===== config.mk =====
export PLATFORM = sky130hd
export DESIGN_NAME = selecting_machine_keypad
export DESIGN_NICKNAME = d
export VERILOG_FILES = /design/src/rtl/selecting_machine_pkg.sv /design/src/rtl/scan_tick_gen.sv /design/src/rtl/selecting_machine_keypad.sv
export SDC_FILE = /design/constraint.sdc
export NUM_CORES = 1
export LEC_CHECK = 0
export ABC_AREA = 1
export CORE_AREA = 8 8 140 90
export CTS_BUF_LIST = sky130_fd_sc_hd__clkbuf_4 sky130_fd_sc_hd__clkbuf_8
export CTS_CLUSTER_SIZE = 14
export DETAILED_ROUTE_END_ITERATION = 6
export DIE_AREA = 0 0 148 98
export PLACE_DENSITY = 0.61
export SLEW_MARGIN = 20
export SYNTH_ARGS = -nofsm -noshare
export SYNTH_HDL_FRONTEND = slang
export SYNTH_SLANG_ARGS = --single-unit
export TNS_END_PERCENT = 100

===== constraint.sdc =====
create_clock -name clk -period 3.3 [get_ports clk]
set_input_delay 0.66 -clock clk [delete_from_list [all_inputs] [get_ports clk]]
set_output_delay 0.66 -clock clk [all_outputs]
set_load 0.02 [all_outputs]

===== src/rtl/selecting_machine_pkg.sv =====
// rtl/selecting_machine_pkg.sv - shared types and frame classifier for the keypad scanner
package selecting_machine_pkg;

    localparam int ROWS = 4;
    localparam int COLS = 4;

    typedef enum logic [1:0] {
        NONE,
        SINGLE,
        MULTI
    } frame_class_t;

    typedef enum logic [1:0] {
        IDLE,
        PRESSED,
        BLOCKED
    } commit_state_t;

    typedef logic [3:0] key_code_t;

    typedef struct packed {
        frame_class_t cls;
        key_code_t    key;
    } frame_info_t;

    // Frame bits are active-low returns; key is forced to 0 unless exactly one
    // key is down so that every NONE or MULTI frame compares equal to the next.
    function automatic frame_info_t classify(input logic [ROWS*COLS-1:0] frame);
        logic [ROWS*COLS-1:0] low;
        frame_info_t          info;
        low      = ~frame;
        info.key = '0;
        for (int i = ROWS*COLS-1; i >= 0; i--) begin
            if (low[i]) begin
                info.key = 4'(i);
            end
        end
        if (low == '0) begin
            info.cls = NONE;
        end else if ((low & (low - 16'd1)) != '0) begin
            info.cls = MULTI;
            info.key = '0;
        end else begin
            info.cls = SINGLE;
        end
        return info;
    endfunction

endpackage


===== src/rtl/scan_tick_gen.sv =====
// rtl/scan_tick_gen.sv - free-running divider producing a one-cycle tick every DIV clocks
module scan_tick_gen #(
    parameter int DIV = 100000
) (
    input  logic clk,
    input  logic rst_n,
    output logic tick
);

    localparam int             CW   = (DIV > 1) ? $clog2(DIV) : 1;
    localparam logic [CW-1:0]  LAST = CW'(DIV - 1);

    logic [CW-1:0] count;

    // Count 0..DIV-1 and wrap; the terminal count itself is the tick.
    always_ff @(posedge clk or negedge rst_n) begin
        if (!rst_n) begin
            count <= '0;
        end else if (count == LAST) begin
            count <= '0;
        end else begin
            count <= count + 1'b1;
        end
    end

    assign tick = (count == LAST);

endmodule


===== src/rtl/selecting_machine_keypad.sv =====
// rtl/selecting_machine_keypad.sv - 4x4 keypad row scanner with frame debounce and press reporting
module selecting_machine_keypad
    import selecting_machine_pkg::*;
#(
    parameter int SCAN_TICK       = 100000,
    parameter int DEBOUNCE_FRAMES = 4
) (
    input  logic       clk,
    input  logic       rst_n,
    output logic [3:0] scan_row,
    input  logic [3:0] ret_col,
    output logic [3:0] key_code,
    output logic       key_valid,
    output logic       key_held
);

    localparam logic [3:0] DF = 4'(DEBOUNCE_FRAMES);

    logic [3:0]              col_s1;
    logic [3:0]              col_s2;
    logic                    tick;
    logic [1:0]              row_idx;
    logic [ROWS*COLS-1:0]    frame_reg;
    logic [ROWS*COLS-1:0]    frame_next;
    logic                    frame_end;
    frame_info_t             cur;
    frame_info_t             prev;
    logic [3:0]              stab_cnt;
    logic [3:0]              stab_next;
    logic                    stable;
    commit_state_t           state;
    commit_state_t           state_next;
    key_code_t               code_next;
    logic                    held_next;
    logic                    valid_next;

    // Column returns are asynchronous to clk; bring them in through two flops.
    always_ff @(posedge clk or negedge rst_n) begin
        if (!rst_n) begin
            col_s1 <= 4'b1111;
            col_s2 <= 4'b1111;
        end else begin
            col_s1 <= ret_col;
            col_s2 <= col_s1;
        end
    end

    scan_tick_gen #(
        .DIV (SCAN_TICK)
    ) u_tick (
        .clk   (clk),
        .rst_n (rst_n),
        .tick  (tick)
    );

    // Frame as it stands once this dwell's sample lands, so frame end sees all four rows.
    always_comb begin
        frame_next = frame_reg;
        frame_next[row_idx*COLS +: COLS] = col_s2;
    end

    assign frame_end = tick && (row_idx == 2'd3);
    assign cur       = classify(frame_next);

    // Sample at end of dwell, then move the row drive on; reset discards a partial frame.
    always_ff @(posedge clk or negedge rst_n) begin
        if (!rst_n) begin
            row_idx   <= 2'd0;
            scan_row  <= 4'b1110;
            frame_reg <= '1;
        end else if (tick) begin
            row_idx   <= row_idx + 2'd1;
            scan_row  <= ~(4'b0001 << (row_idx + 2'd1));
            frame_reg <= frame_next;
        end
    end

    // Run length of identical frames, saturating at the debounce depth.
    always_comb begin
        stab_next = 4'd1;
        if (cur == prev) begin
            stab_next = (stab_cnt >= DF) ? DF : stab_cnt + 4'd1;
        end
    end

    assign stable = (stab_next == DF);

    // Remember the last classified frame and its run length.
    always_ff @(posedge clk or negedge rst_n) begin
        if (!rst_n) begin
            stab_cnt <= 4'd0;
            prev     <= '{cls: NONE, key: 4'd0};
        end else if (frame_end) begin
            stab_cnt <= stab_next;
            prev     <= cur;
        end
    end

    // Commit state and the registered outputs it drives.
    always_ff @(posedge clk or negedge rst_n) begin
        if (!rst_n) begin
            state     <= IDLE;
            key_code  <= 4'd0;
            key_held  <= 1'b0;
            key_valid <= 1'b0;
        end else begin
            state     <= state_next;
            key_code  <= code_next;
            key_held  <= held_next;
            key_valid <= valid_next;
        end
    end

    // Only a fresh press out of IDLE pulses; roll-over and un-blocking update silently.
    always_comb begin
        state_next = state;
        code_next  = key_code;
        held_next  = key_held;
        valid_next = 1'b0;
        if (frame_end && stable) begin
            case (cur.cls)
                NONE: begin
                    if (state != IDLE) begin
                        state_next = IDLE;
                        held_next  = 1'b0;
                    end
                end
                SINGLE: begin
                    if (state == IDLE) begin
                        valid_next = 1'b1;
                    end
                    if (state != PRESSED || cur.key != key_code) begin
                        state_next = PRESSED;
                        code_next  = cur.key;
                        held_next  = 1'b1;
                    end
                end
                MULTI: begin
                    if (state != BLOCKED) begin
                        state_next = BLOCKED;
                        held_next  = 1'b0;
                    end
                end
                default: begin
                    state_next = IDLE;
                    held_next  = 1'b0;
                end
            endcase
        end
    end

endmodule


==> impl_results.md, run 1 <==
* Status: finished with violations
* Failing checks: negative setup slack
* Netlist cell types at 32
* Skew final at between 7 and 8 ps
* Vias in the first global route at 4100
* Vias at 4386
* Die W at 148 µm
* Max-cap violations at 0
* Drt drc at 0
* RSZ-0062 raised after global routing: yes
* Pint at 1127 µW
* DR iter-0 viols at a little under 400
* HP Class: primary input to asynchronous set/reset pin
* Critical path data required time at approximately 3600 ps
* Largest net degree at the start of global routing at 34
* Gr ovfl total at 0
* R2R cell count at 21
* Worst R2R End: stab_cnt[2]$_DFFE_PN0P_
* Sequential share of power at 53.5%
* Worst-Margin Slew at 807.5 ps
* P&R area growth vs syn at 34.69%
* Gate power share at between 3 and 4%
* Commonest non-fill, non-tap cell in the layout: nand2_1
* Yosys top cell by area: dfrtp_1
* Die Y-Extent at just under 100 µm
* Synth Warn # at 0
* Final nets at 762
* Drt pass-1 iters at 4
* Syn Inst Count at approximately 640
* Share of cells above drive strength 1 at 31.56%
* Hold violation total from the final report at 0
* Worst-path clk slew at 80 ps
* Total CTS buffers at 9
* CTS tree: built
* CP arrival at around 3700 ps
* Most frequent cells in the layout: nand2_1 (181), inv_1 (113), buf_4 (84), nor2_1 (53), dfrtp_1 (37)
* Setup Viol. Count Final at 7
* Post-Syn Nets at 651
* Drt wl/cell at 13.90 µm
* Final wirelength at 12480 µm
* CTS hold repair buffers at 0
* Synth top area cells: dfrtp_1 (22%), nand2_1 (18%), dfstp_2 (17%)
* Switch share at 24.62%
* Longest Clk Path Bufs at 2
* Period utilization at 103.5%
* Clk_lat worst skew at ~350 ps
* Fin util at 53.85%
* Fmax at about 0.3 GHz
* Final worst slack at -115.0 ps
* Worst-path fanout max at 5
* NetSw at 368.0 µW
* Max FFs per register at 17
* Antenna violations before repair at 0
* Die area at 0.01450 mm²
* Synth top area share at 21.57%
* Hpwl dp at between 9000 and 10000 µm
* Initial Util at around two fifths
* Core area at 0.01074 mm²
* Synth Cell Area at 0.004292 mm²
* Leakage power at ~0.0030 µW
* CP endpoint kind: flip-flop
* Sequential-to-total area share from yosys stat at 38.10%
* Yosys reg bits at 64
* Critical R2R Launch: row_idx[0]$_DFFE_PN0N_
* PortBufs at 15
* VDD IR max at 0.0001927 V
* Clock tree root buffer cell: clkbuf_8
* Clock power share at 42.6%
* Global Route Usage Sum at 18.09%
* I/O pin total at 16
* Total Power at 1495 µW
* Worst reg-to-reg setup slack at -120 ps
* # diodes at 0
* Sink Count at 64
* Row cnt at 30
* Mean Syn Cell Area at between 6 and 7 µm²
* Post-DRT Antenna Nets at 0
* Htree depth at 3
* Critical path launch point type: flip-flop
* Drt via density at 4.884
* Minimum clock period at 3415 ps
* Final hold slack at 287.2 ps
* Slew headroom at 46.11%
* First-pass GRT wire length at 21130 µm
* Slew Limit Fails at 0
* Final RePlAce weighted congestion at 0.9242
* Setup CP Type: flip-flop to flip-flop
* TNS Setup at -606.5 ps
* Pwr/cell area at around 260 mW/mm²
-- worst max-delay path, cell delays in order (launching register included) --
cell and delay (ps):
dfrtp_1 400, buf_4 160, ha_4 170, buf_4 150, nor2_2 130, o21bai_4 170
nand2_2 110, nor2_2 180, nand2_2 100, nand2_2 160, nand3_4 110, nor2_4 230
nand4_4 140, buf_6 150, xor2_1 140, nor2_1 120, nand2_1 100, nor2_2 110
nand4_1 180, buf_4 200, buf_4 120, nand2_1 40
-- how the worst max path moves through the flow --
stage                           start                      end  slack [ps]  depth (start not counted)
5_1_grt        row_idx[0]$_DFFE_PN0N_  key_code[2]$_DFFE_PN0P_        -370                         24
6_report       row_idx[0]$_DFFE_PN0N_  stab_cnt[2]$_DFFE_PN0P_        -120                         21
4_1_cts        row_idx[1]$_DFFE_PN0N_  key_code[3]$_DFFE_PN0P_         -40                         24
3_5_place_dp   row_idx[0]$_DFFE_PN0N_  key_code[2]$_DFFE_PN0P_        -220                         21
3_3_place_gp   row_idx[0]$_DFFE_PN0N_  key_code[3]$_DFFE_PN0P_        -140                         20
2_1_floorplan  row_idx[0]$_DFFE_PN0N_  key_code[1]$_DFFE_PN0P_          70                         25
-- power groups by stage --
| stage | Sequential, µW | Clock [µW] | Combinational, µW |
|---|---|---|---|
| 3_3_place_gp | 813 | 0 | 54.6 |
| 2_1_floorplan | 810 | 0 | 17.0 |
| 5_1_grt | 800 | 686 | 66.1 |
| 3_5_place_dp | 813 | 0 | 55.0 |
| 4_1_cts | 799 | 652 | 57.3 |
| 6_report | 799 | 637 | 58.5 |
-- Yosys cell counts, drive strengths merged --
cell      n
clkbuf    5
nand3b    1
ha        7
nand3    44
buf       2
o21bai    4
o21a      1
dfstp    27
and2      1
inv     119
a211oi    1
xor2      5
a21oi    14
a21boi    1
o22ai     2
clkinv    4
nor4      2
nor3      7
dfrtp    37
a31oi     1
nand4    19
o21ai    33
nor2     83
nand2   218
-- per-layer routing --
layer,vias to the layer above,track usage (%),part of all wire [%]
met2,101,23.59,39
li1,2183,-,-
met5,-,0,0
met4,0,3.822,0.71
met3,10,3.880,5.2
met1,2092,28.81,55
-- what timing repair did --
| item | CTS | global route |
|---|---|---|
| gates resized for setup | 47 | 41 |
| endpoints found under the setup margin | 10 | 11 |
| pin swaps | 29 | 38 |
| setup buffers | 16 | 6 |
-- cells by family (layout without fill, tap and decap cells) --
kind of cell               after synthesis  count (layout)  share of synthesized area (%)
and+or+nand+nor                        375             375                          39.07
AOI/OAI and AO/OA                       57              57                          8.338
adders and majority gates                7               7                          2.041
xor gates and xnor gates                 5               5                          1.020
DFF                                     64              64                          38.10
buffers and inverters                  130             246                          11.43
-- stage by stage --
stage / std cells / cell area, µm² / setup WS [ps]
6_report: 898 / 5781 / -115.0
4_1_cts: 892 / 5583 / -36.40
3_3_place_gp: 860 / 5114 / -139.1
2_1_floorplan: 638 / 4292 / 70.17
3_5_place_dp: 860 / 5114 / -220.6
5_1_grt: 898 / 5781 / -370.4
-- area by class of cell --
type,count,area (µm²)
tap,144,180.2
multi-input combinational,444,2434
sequential,64,1635
clock inverter,4,30.03
timing repair buffer,107,883.3
clock buffer,12,152.6
fill,1064,4955
inverter,123,465.4
No activity file was read; power rests on OpenSTA's default activity.
==> run 2, diff against run 1 <==
ABC_CLOCK_PERIOD_IN_PS = 3300   (was not set)
RECOVER_POWER = 50   (was not set)
SLEW_MARGIN = not set   (was 20)
==> run 2 against run 1 <==
  * The flow finishes with violations (max-capacitance violations, max-slew violations, negative setup slack)
  * Flip-flop and latch count unchanged
  * Worst setup slack got worse by 11 ps
  * Clock-buffer cell count unchanged
  * Hold slack improved by 55 ps
  * First-iteration DRC count increased by 10%
  * Clock skew about the same
  * Clock power about the same
  * Cell count unchanged
  * Combinational power decreased by 3.6%
  * Total power about the same
==> impl_results.md, run 2 (same netlist as run 1, synthesis figures left out) <==
* Period utilization at 103.8%
* Slowest cell on crit path: dfrtp_1
* Initial Util at 39.98%
* Filler cells at roughly 1100
* Hpwl dp at about 9300 µm
* DR iter-0 viols at between 400 and 500
* NetSw at 369.9 µW
* Drt via density at 4.859
* Final worst slack at -126.0 ps
* Status: finished with violations
* HP Class: primary input to asynchronous set/reset pin
* Cell Chain, Critical Path: buf_4, ha_4, buf_4, nor2_2, o21bai_4, nand2_2, nor2_2, nand2_2, nand2_2, nand3_4, nor2_4, nand4_4, buf_6, xor2_1, nor2_1, nand2_1, nor2_2, nand4_1, buf_4, buf_4, nand2_1
* Longest Clk Path Bufs at 2
* Switch share at about a quarter
* Post-DRT Antenna Nets at 0
* Placed Cells at 860
* Max FFs per register at 17
* Row cnt at 30
* Max-cap violations at 2
* CP endpoint kind: flip-flop
* Antenna violations before repair at 0
* Drt drc at 0
* Failing checks: max-capacitance violations, max-slew violations, negative setup slack
* CP arrival at 3720 ps
* Hold violation total from the final report at 0
* Slew headroom at -18.49%
* Clock power share at 42.7%
* Critical path data required time at 3590 ps
* Gr ovfl total at 0
* CP top delay family: simple AND/OR/NAND/NOR gates
* Critical Path Max Stage Delay at 400 ps
* Worst-path fanout max at 5
* Critical path launch point type: flip-flop
* Worst-Margin Slew at 1777 ps
* Largest net degree at the start of global routing at 34
* Sequential share of power at 53.5%
* Global Route Usage Sum at 18.09%
* Share of cells above drive strength 1 at a little under a third
* Drt pass-1 iters at 5
* Pint at 1125 µW
* Buffers & Inverters on Critical Path at 5
* Commonest non-fill, non-tap cell in the layout: nand2_1
* First-pass GRT wire length at 21130 µm
* # diodes at 0
* CTS tree: built
* Total Power at 1495 µW
* Die area at 0.01450 mm²
* Top cell by count, worst path: buf_4
* Worst-path clk slew at 80 ps
* Die W at approximately 150 µm
* Die Y-Extent at 98 µm
* Clock tree root buffer cell: clkbuf_8
* Most frequent cells in the layout: nand2_1 (181), inv_1 (113), buf_4 (82), nor2_1 (53), dfrtp_1 (37)
* Setup Viol. Count Final at 7
* PortBufs at 15
* Final cell count without fillers at around 900
* Pwr/cell area at 258.9 mW/mm²
* Final nets at 762
* Slew Limit Fails at 64
* Skew final at 7.060 ps
* Sink Count at between 60 and 70
* Leakage power at 0.002965 µW
* Vias in the first global route at 4100
* Final RePlAce weighted congestion at around 0.92
* Gate power share at 3.8%
* Total CTS buffers at 9
* Fmax at ~0.29 GHz
* I/O pin total at 16
* Final wirelength at 12490 µm
* CTS hold repair buffers at 0
* Htree depth at 3
* Minimum clock period at 3426 ps
* Post-Layout Inst Area at 0.005772 mm²
* Placement Cell Area at just over 0.005 mm²
* VDD IR max at 0.0001934 V
* Drt wl/cell at approximately 14 µm
* Setup CP Type: flip-flop to flip-flop
* P&R area growth vs syn at 34.49%
* RSZ-0062 raised after global routing: yes
* Vias at 4363
* Core area at between 0.01 and 0.015 mm²
* Clk_lat worst skew at 350 ps
-- run 2: cell types whose count changed in the layout (fill, tap and decap cells not counted), sizes merged --
cell / previous run / this run
buf: 93 / 90
clkbuf: 12 / 15
clkdlybuf4s50: 14 / 11
dlygate4sd3: 0 / 3
-- run 2: routing by layer --
metal / vias to the layer above / wire, µm / track usage (%)
li1: 2181 / - / -
met1: 2041 / 6831 / 28.81
met2: 135 / 4868 / 23.59
met3: 6 / 718 / 3.880
met4: 0 / 70 / 3.822
met5: - / 0 / 0
-- run 2: power by group through the flow --
stage                     clock network (µW)  registers [µW]  logic, µW
after floorplan                            0             810       17.0
final                                    639             800       56.4
after global routing                     686             800       64.0
after detailed placement                   0             813       55.0
after global placement                     0             813       54.6
after CTS                                652             799       57.3
-- run 2: final timing paths --
check / start / endpoint / slack (ps) / cells after the start
min in group clk: col_s1[2]$_DFF_PN1_ / col_s2[2]$_DFF_PN1_ / 350 / 0
setup reg to reg: row_idx[0]$_DFFE_PN0N_ / stab_cnt[2]$_DFFE_PN0P_ / -130 / 21
hold reg to reg: col_s1[2]$_DFF_PN1_ / col_s2[2]$_DFF_PN1_ / 350 / 0
hold / removal: rst_n / col_s1[1]$_DFF_PN1_ / 340 / 1
setup / recovery: row_idx[0]$_DFFE_PN0N_ / stab_cnt[2]$_DFFE_PN0P_ / -130 / 21
max in group asynchronous: rst_n / prev[1]$_DFFE_PN0P_ / 1260 / 2
-- run 2: worst reg2reg max path: cells and delay by family (launching register included) --
kind	cells	cell delay (ps)
and+or+nand+nor	13	1720
buffers and inverters	5	780
DFF	1	400
adders and majority gates	1	170
AOI/OAI and AO/OA	1	170
xor gates and xnor gates	1	140
-- run 2: repair_timing --
item | 4_1_cts | 5_1_grt
pin swaps | 29 | 38
gates resized for setup | 47 | 41
setup buffers | 16 | 6
setup endpoints to repair | 10 | 11
cloned | 0 | 0
-- run 2: stage by stage --
| step | setup slack, ps | util (%) | hold slack, ps | TNS [ps] |
|---|---|---|---|---|
| 6_report | -126.0 | 53.76 | 342.2 | -642.8 |
| 5_1_grt | -370.4 | 53.76 | 353.2 | -2867 |
| 4_1_cts | -36.40 | 52.00 | 280.8 | -133.6 |
| 3_5_place_dp | -220.6 | 47.63 | 348.4 | -1524 |
| 3_3_place_gp | -139.1 | 47.63 | 347.1 | -882.9 |
| 2_1_floorplan | 70.17 | - | 345.2 | 0 |
-- run 2: layout make-up --
type,instances,area (µm²),area share [%]
Timing Repair Buffer,107,874.6,15.15
Inverter,123,465.4,8.064
Multi-Input combinational cell,444,2434,42.16
Clock inverter,4,30.03,0.5203
Sequential cell,64,1635,28.33
Clock buffer,12,152.6,2.645
Tap cell,144,180.2,3.122
